File: src/rtl/tcdm_stride_reader_if.sv
// Bus bundle for tcdm_stride_reader: the TCDM request/response channel
// toward memory and the valid/ready stream toward the datapath.
//
// Handshake semantics (both channels): a transfer happens on a rising edge
// where the producer's valid/req and the consumer's ready/gnt are both high.
// A producer never withdraws or changes a pending transfer while it waits.
// The one exception is tcdm_req_o, which may fall when issue credit runs out.
interface tcdm_stride_reader_if;
    logic        tcdm_req_o;
    logic        tcdm_gnt_i;
    logic [31:0] tcdm_add_o;
    logic        tcdm_wen_o;
    logic [3:0]  tcdm_be_o;
    logic [31:0] tcdm_data_o;
    logic [31:0] tcdm_r_data_i;
    logic        tcdm_r_valid_i;
    logic [31:0] stream_data_o;
    logic        stream_valid_o;
    logic        stream_ready_i;

    // Reader side.
    modport master (
        output tcdm_req_o, tcdm_add_o, tcdm_wen_o, tcdm_be_o, tcdm_data_o,
        input  tcdm_gnt_i, tcdm_r_data_i, tcdm_r_valid_i,
        output stream_data_o, stream_valid_o,
        input  stream_ready_i
    );

    // Memory and stream-consumer side.
    modport slave (
        input  tcdm_req_o, tcdm_add_o, tcdm_wen_o, tcdm_be_o, tcdm_data_o,
        output tcdm_gnt_i, tcdm_r_data_i, tcdm_r_valid_i,
        input  stream_data_o, stream_valid_o,
        output stream_ready_i
    );
endinterface

File: src/rtl/tcdm_stride_reader.sv
// Strided TCDM word reader. Walks base + k*stride, issues one read per word,
// buffers responses in a small FWFT FIFO and streams them out. Issue is
// credit-limited so outstanding + buffered words never exceed FIFO_DEPTH.
module tcdm_stride_reader #(
    parameter int unsigned FIFO_DEPTH = 4,
    parameter int unsigned LEN_W      = 16
) (
    input  logic                  clk_i,
    input  logic                  rst_ni,
    input  logic                  start_i,
    input  logic [31:0]           base_addr_i,
    input  logic [31:0]           stride_i,
    input  logic [LEN_W-1:0]      len_i,
    output logic                  busy_o,
    output logic                  done_o,
    output logic                  err_o,
    output logic [1:0]            dbg_state_o,
    tcdm_stride_reader_if.master  bus
);
    localparam int unsigned AW = $clog2(FIFO_DEPTH);
    localparam int unsigned CW = AW + 1;
    localparam logic [CW:0] DEPTH_C = FIFO_DEPTH[CW:0];

    typedef enum logic [1:0] {
        IDLE  = 2'd0,
        ISSUE = 2'd1,
        DRAIN = 2'd2
    } state_e;

    state_e            state_q, state_d;
    logic [31:0]       addr_q, stride_q;
    logic [LEN_W-1:0]  remaining_q, len_q, popped_q;
    logic [CW-1:0]     outstanding_q, fifo_cnt_q;
    logic [AW-1:0]     wr_ptr_q, rd_ptr_q;
    logic [31:0]       fifo_mem_q [FIFO_DEPTH];
    logic              done_q, err_q;

    logic              credit_ok, accept, spurious, push, pop;
    logic              launch, launch_empty, finish;
    logic [CW:0]       credit_sum;
    logic [CW-1:0]     fifo_cnt_next;
    logic [LEN_W-1:0]  popped_next;

    // Credit is computed from registered counts only, so stream_ready_i
    // never reaches tcdm_req_o combinationally.
    assign credit_sum    = {1'b0, fifo_cnt_q} + {1'b0, outstanding_q};
    assign credit_ok     = credit_sum < DEPTH_C;

    assign bus.tcdm_req_o  = (state_q == ISSUE) && credit_ok;
    assign bus.tcdm_add_o  = addr_q;
    assign bus.tcdm_wen_o  = 1'b1;
    assign bus.tcdm_be_o   = 4'hF;
    assign bus.tcdm_data_o = 32'h0;

    assign accept   = bus.tcdm_req_o && bus.tcdm_gnt_i;
    // A response with nothing outstanding has no slot reserved: flag and drop.
    assign spurious = bus.tcdm_r_valid_i && (outstanding_q == '0);
    assign push     = bus.tcdm_r_valid_i && !spurious;

    assign bus.stream_valid_o = (fifo_cnt_q != '0);
    assign bus.stream_data_o  = fifo_mem_q[rd_ptr_q];
    assign pop                = bus.stream_valid_o && bus.stream_ready_i;

    assign launch       = (state_q == IDLE) && start_i && (len_i != '0);
    assign launch_empty = (state_q == IDLE) && start_i && (len_i == '0);

    assign fifo_cnt_next = fifo_cnt_q + CW'(push) - CW'(pop);
    assign popped_next   = popped_q + LEN_W'(pop);
    // Leave DRAIN on the edge of the final pop so done/idle appear right after.
    assign finish = (state_q == DRAIN) && (outstanding_q == '0) &&
                    (fifo_cnt_next == '0) && (popped_next == len_q);

    assign busy_o      = (state_q != IDLE);
    assign done_o      = done_q;
    assign err_o       = err_q;
    assign dbg_state_o = state_q;

    // Next-state logic for the issue/drain sequencer.
    always_comb begin
        state_d = state_q;
        case (state_q)
            IDLE:    if (launch) state_d = ISSUE;
            ISSUE:   if (accept && (remaining_q == LEN_W'(1))) state_d = DRAIN;
            DRAIN:   if (finish) state_d = IDLE;
            default: state_d = IDLE;
        endcase
    end

    // State register plus job parameters, address walk and word counters.
    always_ff @(posedge clk_i or negedge rst_ni) begin
        if (!rst_ni) begin
            state_q     <= IDLE;
            addr_q      <= '0;
            stride_q    <= '0;
            remaining_q <= '0;
            len_q       <= '0;
            popped_q    <= '0;
        end else begin
            state_q <= state_d;
            if (pop) popped_q <= popped_next;
            if (launch) begin
                addr_q      <= base_addr_i;
                stride_q    <= stride_i;
                remaining_q <= len_i;
                len_q       <= len_i;
                popped_q    <= '0;
            end else if (accept) begin
                addr_q      <= addr_q + stride_q;
                remaining_q <= remaining_q - LEN_W'(1);
            end
        end
    end

    // Outstanding-request count and the response FIFO.
    always_ff @(posedge clk_i or negedge rst_ni) begin
        if (!rst_ni) begin
            outstanding_q <= '0;
            fifo_cnt_q    <= '0;
            wr_ptr_q      <= '0;
            rd_ptr_q      <= '0;
            for (int i = 0; i < FIFO_DEPTH; i++) fifo_mem_q[i] <= '0;
        end else begin
            outstanding_q <= outstanding_q + CW'(accept) - CW'(push);
            fifo_cnt_q    <= fifo_cnt_next;
            if (push) begin
                fifo_mem_q[wr_ptr_q] <= bus.tcdm_r_data_i;
                wr_ptr_q             <= wr_ptr_q + AW'(1);
            end
            if (pop) rd_ptr_q <= rd_ptr_q + AW'(1);
        end
    end

    // Done pulse and sticky spurious-response flag.
    always_ff @(posedge clk_i or negedge rst_ni) begin
        if (!rst_ni) begin
            done_q <= 1'b0;
            err_q  <= 1'b0;
        end else begin
            done_q <= finish || launch_empty;
            if (launch || launch_empty) err_q <= 1'b0;
            else if (spurious)          err_q <= 1'b1;
        end
    end
endmodule

File: src/flat_wrapper.sv
// flat-port wrapper written by rule: the top's interface ports become plain ports
module tcdm_stride_reader_flat 
#(
    parameter int unsigned FIFO_DEPTH = 4,
    parameter int unsigned LEN_W      = 16
)
  (clk_i, rst_ni, start_i, base_addr_i, stride_i, len_i, busy_o, done_o, err_o, dbg_state_o, bus_tcdm_req_o, bus_tcdm_add_o, bus_tcdm_wen_o, bus_tcdm_be_o, bus_tcdm_data_o, bus_tcdm_gnt_i, bus_tcdm_r_data_i, bus_tcdm_r_valid_i, bus_stream_data_o, bus_stream_valid_o, bus_stream_ready_i);
  tcdm_stride_reader_if bus_i ();
  input  logic clk_i;
  input  logic rst_ni;
  input  logic start_i;
  input  logic [31:0] base_addr_i;
  input  logic [31:0] stride_i;
  input  logic [LEN_W-1:0] len_i;
  output logic busy_o;
  output logic done_o;
  output logic err_o;
  output logic [1:0] dbg_state_o;
  output wire logic [$bits(bus_i.tcdm_req_o)-1:0] bus_tcdm_req_o;
  output wire logic [$bits(bus_i.tcdm_add_o)-1:0] bus_tcdm_add_o;
  output wire logic [$bits(bus_i.tcdm_wen_o)-1:0] bus_tcdm_wen_o;
  output wire logic [$bits(bus_i.tcdm_be_o)-1:0] bus_tcdm_be_o;
  output wire logic [$bits(bus_i.tcdm_data_o)-1:0] bus_tcdm_data_o;
  input wire logic [$bits(bus_i.tcdm_gnt_i)-1:0] bus_tcdm_gnt_i;
  input wire logic [$bits(bus_i.tcdm_r_data_i)-1:0] bus_tcdm_r_data_i;
  input wire logic [$bits(bus_i.tcdm_r_valid_i)-1:0] bus_tcdm_r_valid_i;
  output wire logic [$bits(bus_i.stream_data_o)-1:0] bus_stream_data_o;
  output wire logic [$bits(bus_i.stream_valid_o)-1:0] bus_stream_valid_o;
  input wire logic [$bits(bus_i.stream_ready_i)-1:0] bus_stream_ready_i;
  assign bus_tcdm_req_o = bus_i.tcdm_req_o;
  assign bus_tcdm_add_o = bus_i.tcdm_add_o;
  assign bus_tcdm_wen_o = bus_i.tcdm_wen_o;
  assign bus_tcdm_be_o = bus_i.tcdm_be_o;
  assign bus_tcdm_data_o = bus_i.tcdm_data_o;
  assign bus_i.tcdm_gnt_i = bus_tcdm_gnt_i;
  assign bus_i.tcdm_r_data_i = bus_tcdm_r_data_i;
  assign bus_i.tcdm_r_valid_i = bus_tcdm_r_valid_i;
  assign bus_stream_data_o = bus_i.stream_data_o;
  assign bus_stream_valid_o = bus_i.stream_valid_o;
  assign bus_i.stream_ready_i = bus_stream_ready_i;
  tcdm_stride_reader #(.FIFO_DEPTH(FIFO_DEPTH), .LEN_W(LEN_W)) u_core (.clk_i(clk_i), .rst_ni(rst_ni), .start_i(start_i), .base_addr_i(base_addr_i), .stride_i(stride_i), .len_i(len_i), .busy_o(busy_o), .done_o(done_o), .err_o(err_o), .dbg_state_o(dbg_state_o), .bus(bus_i));
endmodule
File: config.mk
export PLATFORM = sky130hd
export DESIGN_NAME = tcdm_stride_reader_flat
export DESIGN_NICKNAME = d
export VERILOG_FILES = /design/src/rtl/tcdm_stride_reader_if.sv /design/src/rtl/tcdm_stride_reader.sv /design/src/flat_wrapper.sv
export SDC_FILE = /design/constraint.sdc
export NUM_CORES = 1
export LEC_CHECK = 0
export ABC_CLOCK_PERIOD_IN_PS = 7610
export CORE_ASPECT_RATIO = 1.75
export CORE_UTILIZATION = 58
export DETAILED_ROUTE_END_ITERATION = 8
export PLACE_DENSITY = 0.86
export SLEW_MARGIN = 25
export SYNTH_ARGS = -nofsm -noshare
export SYNTH_HDL_FRONTEND = slang
export SYNTH_SLANG_ARGS = --single-unit
File: constraint.sdc
create_clock -name clk_i -period 7.61 [get_ports clk_i]
set_input_delay 1.522 -clock clk_i [delete_from_list [all_inputs] [get_ports clk_i]]
set_output_delay 1.522 -clock clk_i [all_outputs]
set_load 0.02 [all_outputs]
==> impl_metrics.json <==
{
  "synth_edf_count": 0,
  "worst_setup_path_end_kind": "flop",
  "worstHoldStart": "u_core.rd_ptr_q[1]",
  "synth.distinct_cells": 70,
  "synth_top_area_share_pct": 47.8,
  "dr.pass1.iters": 7,
  "clkTransAtPathRegs_ps": 60,
  "cp-start-kind": "input pin",
  "yosysTopAreaCell": "dfrtp_1",
  "power_density_nw_per_um2": 446,
  "wl_per_cell_um": 18.9,
  "yosysSeqAreaShare_pct": 47.8,
  "max_clock_freq_ghz": 0.202,
  "power_frac_comb_pct": 50.1,
  "p_int_mw": 4.43,
  "synthesis.area_sq_um": 13300,
  "area_growth_pct": 21.2,
  "nets": 1541,
  "ff_latch_area_sq_um": 6360,
  "drive_gt1_share_pct": 17.0,
  "synth-seq-cells": 254,
  "syn_area_per_cell_sq_um": 11.1,
  "relSlewSlack_pct": 49.0,
  "n_antenna_cell": 0,
  "final.period_utilization_pct": 65.2,
  "leakagePower_nw": 7.16,
  "worst-path-max-fanout": 15,
  "cts_hold_buf": 0,
  "criticalPathCategory": "in -> reg",
  "async_reset_ff_share_pct": 100,
  "fill_cells": 1652,
  "htree_levels": 1,
  "status": "complete, no violations",
  "r2r_start": "u_core.fifo_cnt_q[1]",
  "cts_buffers": 24,
  "dp_hpwl_um": 22000,
  "viasPerCell": 5.85,
  "fin_worst_skew_ps": 14.7,
  "insertion_delay_ps": 530,
  "synth_cells": 1203,
  "die_h_um": 202,
  "final_max_slew_viol_count": 0,
  "min_period_ps": 4960,
  "drtIter0Drc": 689,
  "synth_area_leaders": "dfrtp_1 (48%), mux2_2 (11%), mux4_2 (5.4%)",
  "wl_um": 31900,
  "grt_max_degree": 128,
  "cts_root_buf": "clkbuf_16",
  "numPortBuffers": 188,
  "cp_slowest_stage_delay_ps": 480,
  "cts_tree": "done",
  "grt_pass1_wl_um": 51500,
  "cts_resized": 0,
  "die_w_um": 116,
  "regToRegSetupSlack_ps": 3220,
  "clkPwrFrac_pct": 16.5,
  "reg2reg_depth": 16,
  "whs_path_depth": 1,
  "cts_buffer_depth": 3,
  "ant_nets": 0,
  "finalHoldViolCount": 0,
  "rows": 73,
  "multiInputGateArea_sq_um": 6460,
  "start_util_pct": 58.7,
  "power_switching_mw": 2.77,
  "slowest_stage": "fa_1",
  "setup_viol": 0,
  "rsz0062_at_grt": "false",
  "worstPathArrival_ps": 5370,
  "yosysWarnings": 0,
  "mostFrequentLayoutCells": "dfrtp_1 (253), nand2_1 (187), clkdlybuf4s50_1 (187)",
  "maxCapViolations": 0,
  "antenna_found_initial": 0,
  "die-area_sq_um": 23600,
  "cts_sinks": 254,
  "ir_worst_vdd_mv": 0.300,
  "grt_pass1_vias": 10349,
  "drc_errors": 0,
  "crit_top_cell": "inv_1",
  "crit_chain": "clkdlybuf4s50_1, nand2_1, inv_1, ha_1, inv_1, ha_1, inv_1, fa_1, inv_1, nor4b_1, nand3_1, a211oi_1, nand4_1, nor4_1, o2111ai_1, a31o_2",
  "worst_pin_slew_ps": 766,
  "ios": 226,
  "cp_top_family": "simple AND/OR/NAND/NOR gates",
  "gp_congestion": 0.910,
  "core_area_sq_um": 22700,
  "min_to": "u_core.rd_ptr_q[1]",
  "final_common_cell": "dfrtp_1",
  "ys.flop_type": "dfrtp_1",
  "swShare_pct": 38.5,
  "gr-total-overflow": 0,
  "p_seq_share_pct": 33.4,
  "num_vias": 9891,
  "fin_setup_tns_ps": 0,
  "power_mw": 7.20,
  "reg2reg_to": "u_core.dbg_state_o[1]",
  "post_cts_buffers": 0,
  "hold_class": "reg -> reg",
  "critPathBufInv": 5,
  "track_usage_pct": 28.1,
  "required_ps": 8020
}
-- kinds of logic after synthesis --
| logic type | synth area share [%] |
|---|---|
| and+or+nand+nor | 12.2 |
| DFF | 47.8 |
| AOI/OAI and AO/OA | 10.0 |
| muxes | 16.5 |
| buffers and inverters | 4.75 |
| xor gates and xnor gates | 4.08 |
| adders and majority gates | 4.68 |
| other | 0.0564 |
-- layer usage --
metal,global-route usage (%),routed length (um),up-vias
li1,-,-,4572
met1,30.9,11800,4939
met2,51.5,17100,298
met3,4.50,1700,82
met4,12.8,1320,0
met5,0,0,-
-- per-stage QoR --
stage                     hold WS (ps)  cell area, sq um  util (%)  cells  worst slack [ps]
after floorplan                    450             13400         -   1238              3400
after detailed placement           467             15300      67.5   1647              2110
after global routing               498             16100      71.2   1690              2270
after global placement             462             15300      67.5   1647              2260
after CTS                          483             16100      70.9   1688              2630
final                              476             16100      71.2   1690              2650
-- Yosys cell counts, drive strengths merged, types with 2 or more instances --
cell type / instances
dfrtp: 254
nand2: 188
mux2: 128
buf: 61
o21ai: 58
ha: 45
nor2: 44
a21oi: 39
xnor2: 35
mux4: 32
clkbuf: 31
inv: 30
xor2: 27
nand3: 26
a22oi: 24
o211ai: 18
nor3: 14
nand4: 13
a21o: 12
nor4: 10
or3: 9
and3: 8
nor2b: 8
or4: 8
a211oi: 7
and2: 7
o311ai: 7
a31oi: 6
nand2b: 5
a221oi: 4
a221o: 3
fa: 3
mux2i: 3
o22ai: 3
a211o: 2
conb: 2
nand3b: 2
nor3b: 2
o21a: 2
o31ai: 2
o41ai: 2
or2b: 2
-- state kept, by name (all words and copies together), names as in the netlist --
signal,flops
u_core.rd_ptr_q,2
u_core.stride_q,32
u_core.dbg_state_o,2
u_core.remaining_q,16
u_core.fifo_mem_q,128
u_core.outstanding_q,3
u_core.fifo_cnt_q,3
u_core.wr_ptr_q,2
u_core.done_o,1
u_core.bus.tcdm_add_o,32
u_core.err_o,1
u_core.popped_q,16
u_core.len_q,16
-- power by group through the flow --
stage / Combinational, mW / Clock, mW / Sequential (mW)
after detailed placement: 3.58 / 0 / 2.41
after CTS: 3.61 / 1.21 / 2.40
after floorplan: 2.45 / 0 / 2.35
final: 3.60 / 1.19 / 2.41
after global placement: 3.46 / 0 / 2.35
after global routing: 3.94 / 1.27 / 2.49
-- worst register-to-register path: cells and delay by family (launching register included) --
family          cells  cell delay, ps
flops               1             450
fa+ha+maj           3             960
simple gates        6            1650
compound gates      3             810
buf+inv             4             430
-- worst max-delay path by stage --
stage / cells past startpoint / endpoint / from
after floorplan: 15 / u_core.dbg_state_o[1] / bus_stream_ready_i
after global placement: 16 / u_core.dbg_state_o[1] / bus_stream_ready_i
after detailed placement: 16 / u_core.dbg_state_o[1] / bus_stream_ready_i
after CTS: 16 / u_core.dbg_state_o[1] / bus_stream_ready_i
after global routing: 16 / u_core.dbg_state_o[1] / bus_stream_ready_i
final: 16 / u_core.dbg_state_o[1] / bus_stream_ready_i
-- area by class of cell --
cell class	count	share of cell area, %
repair buffers	203	12.7
multi-input cells	862	40.1
inverters	30	0.698
well taps	300	2.33
clock inverters	7	0.404
clock buffers	34	4.40
flip-flops and latches	254	39.4
Power figures use the tool's default switching activity.
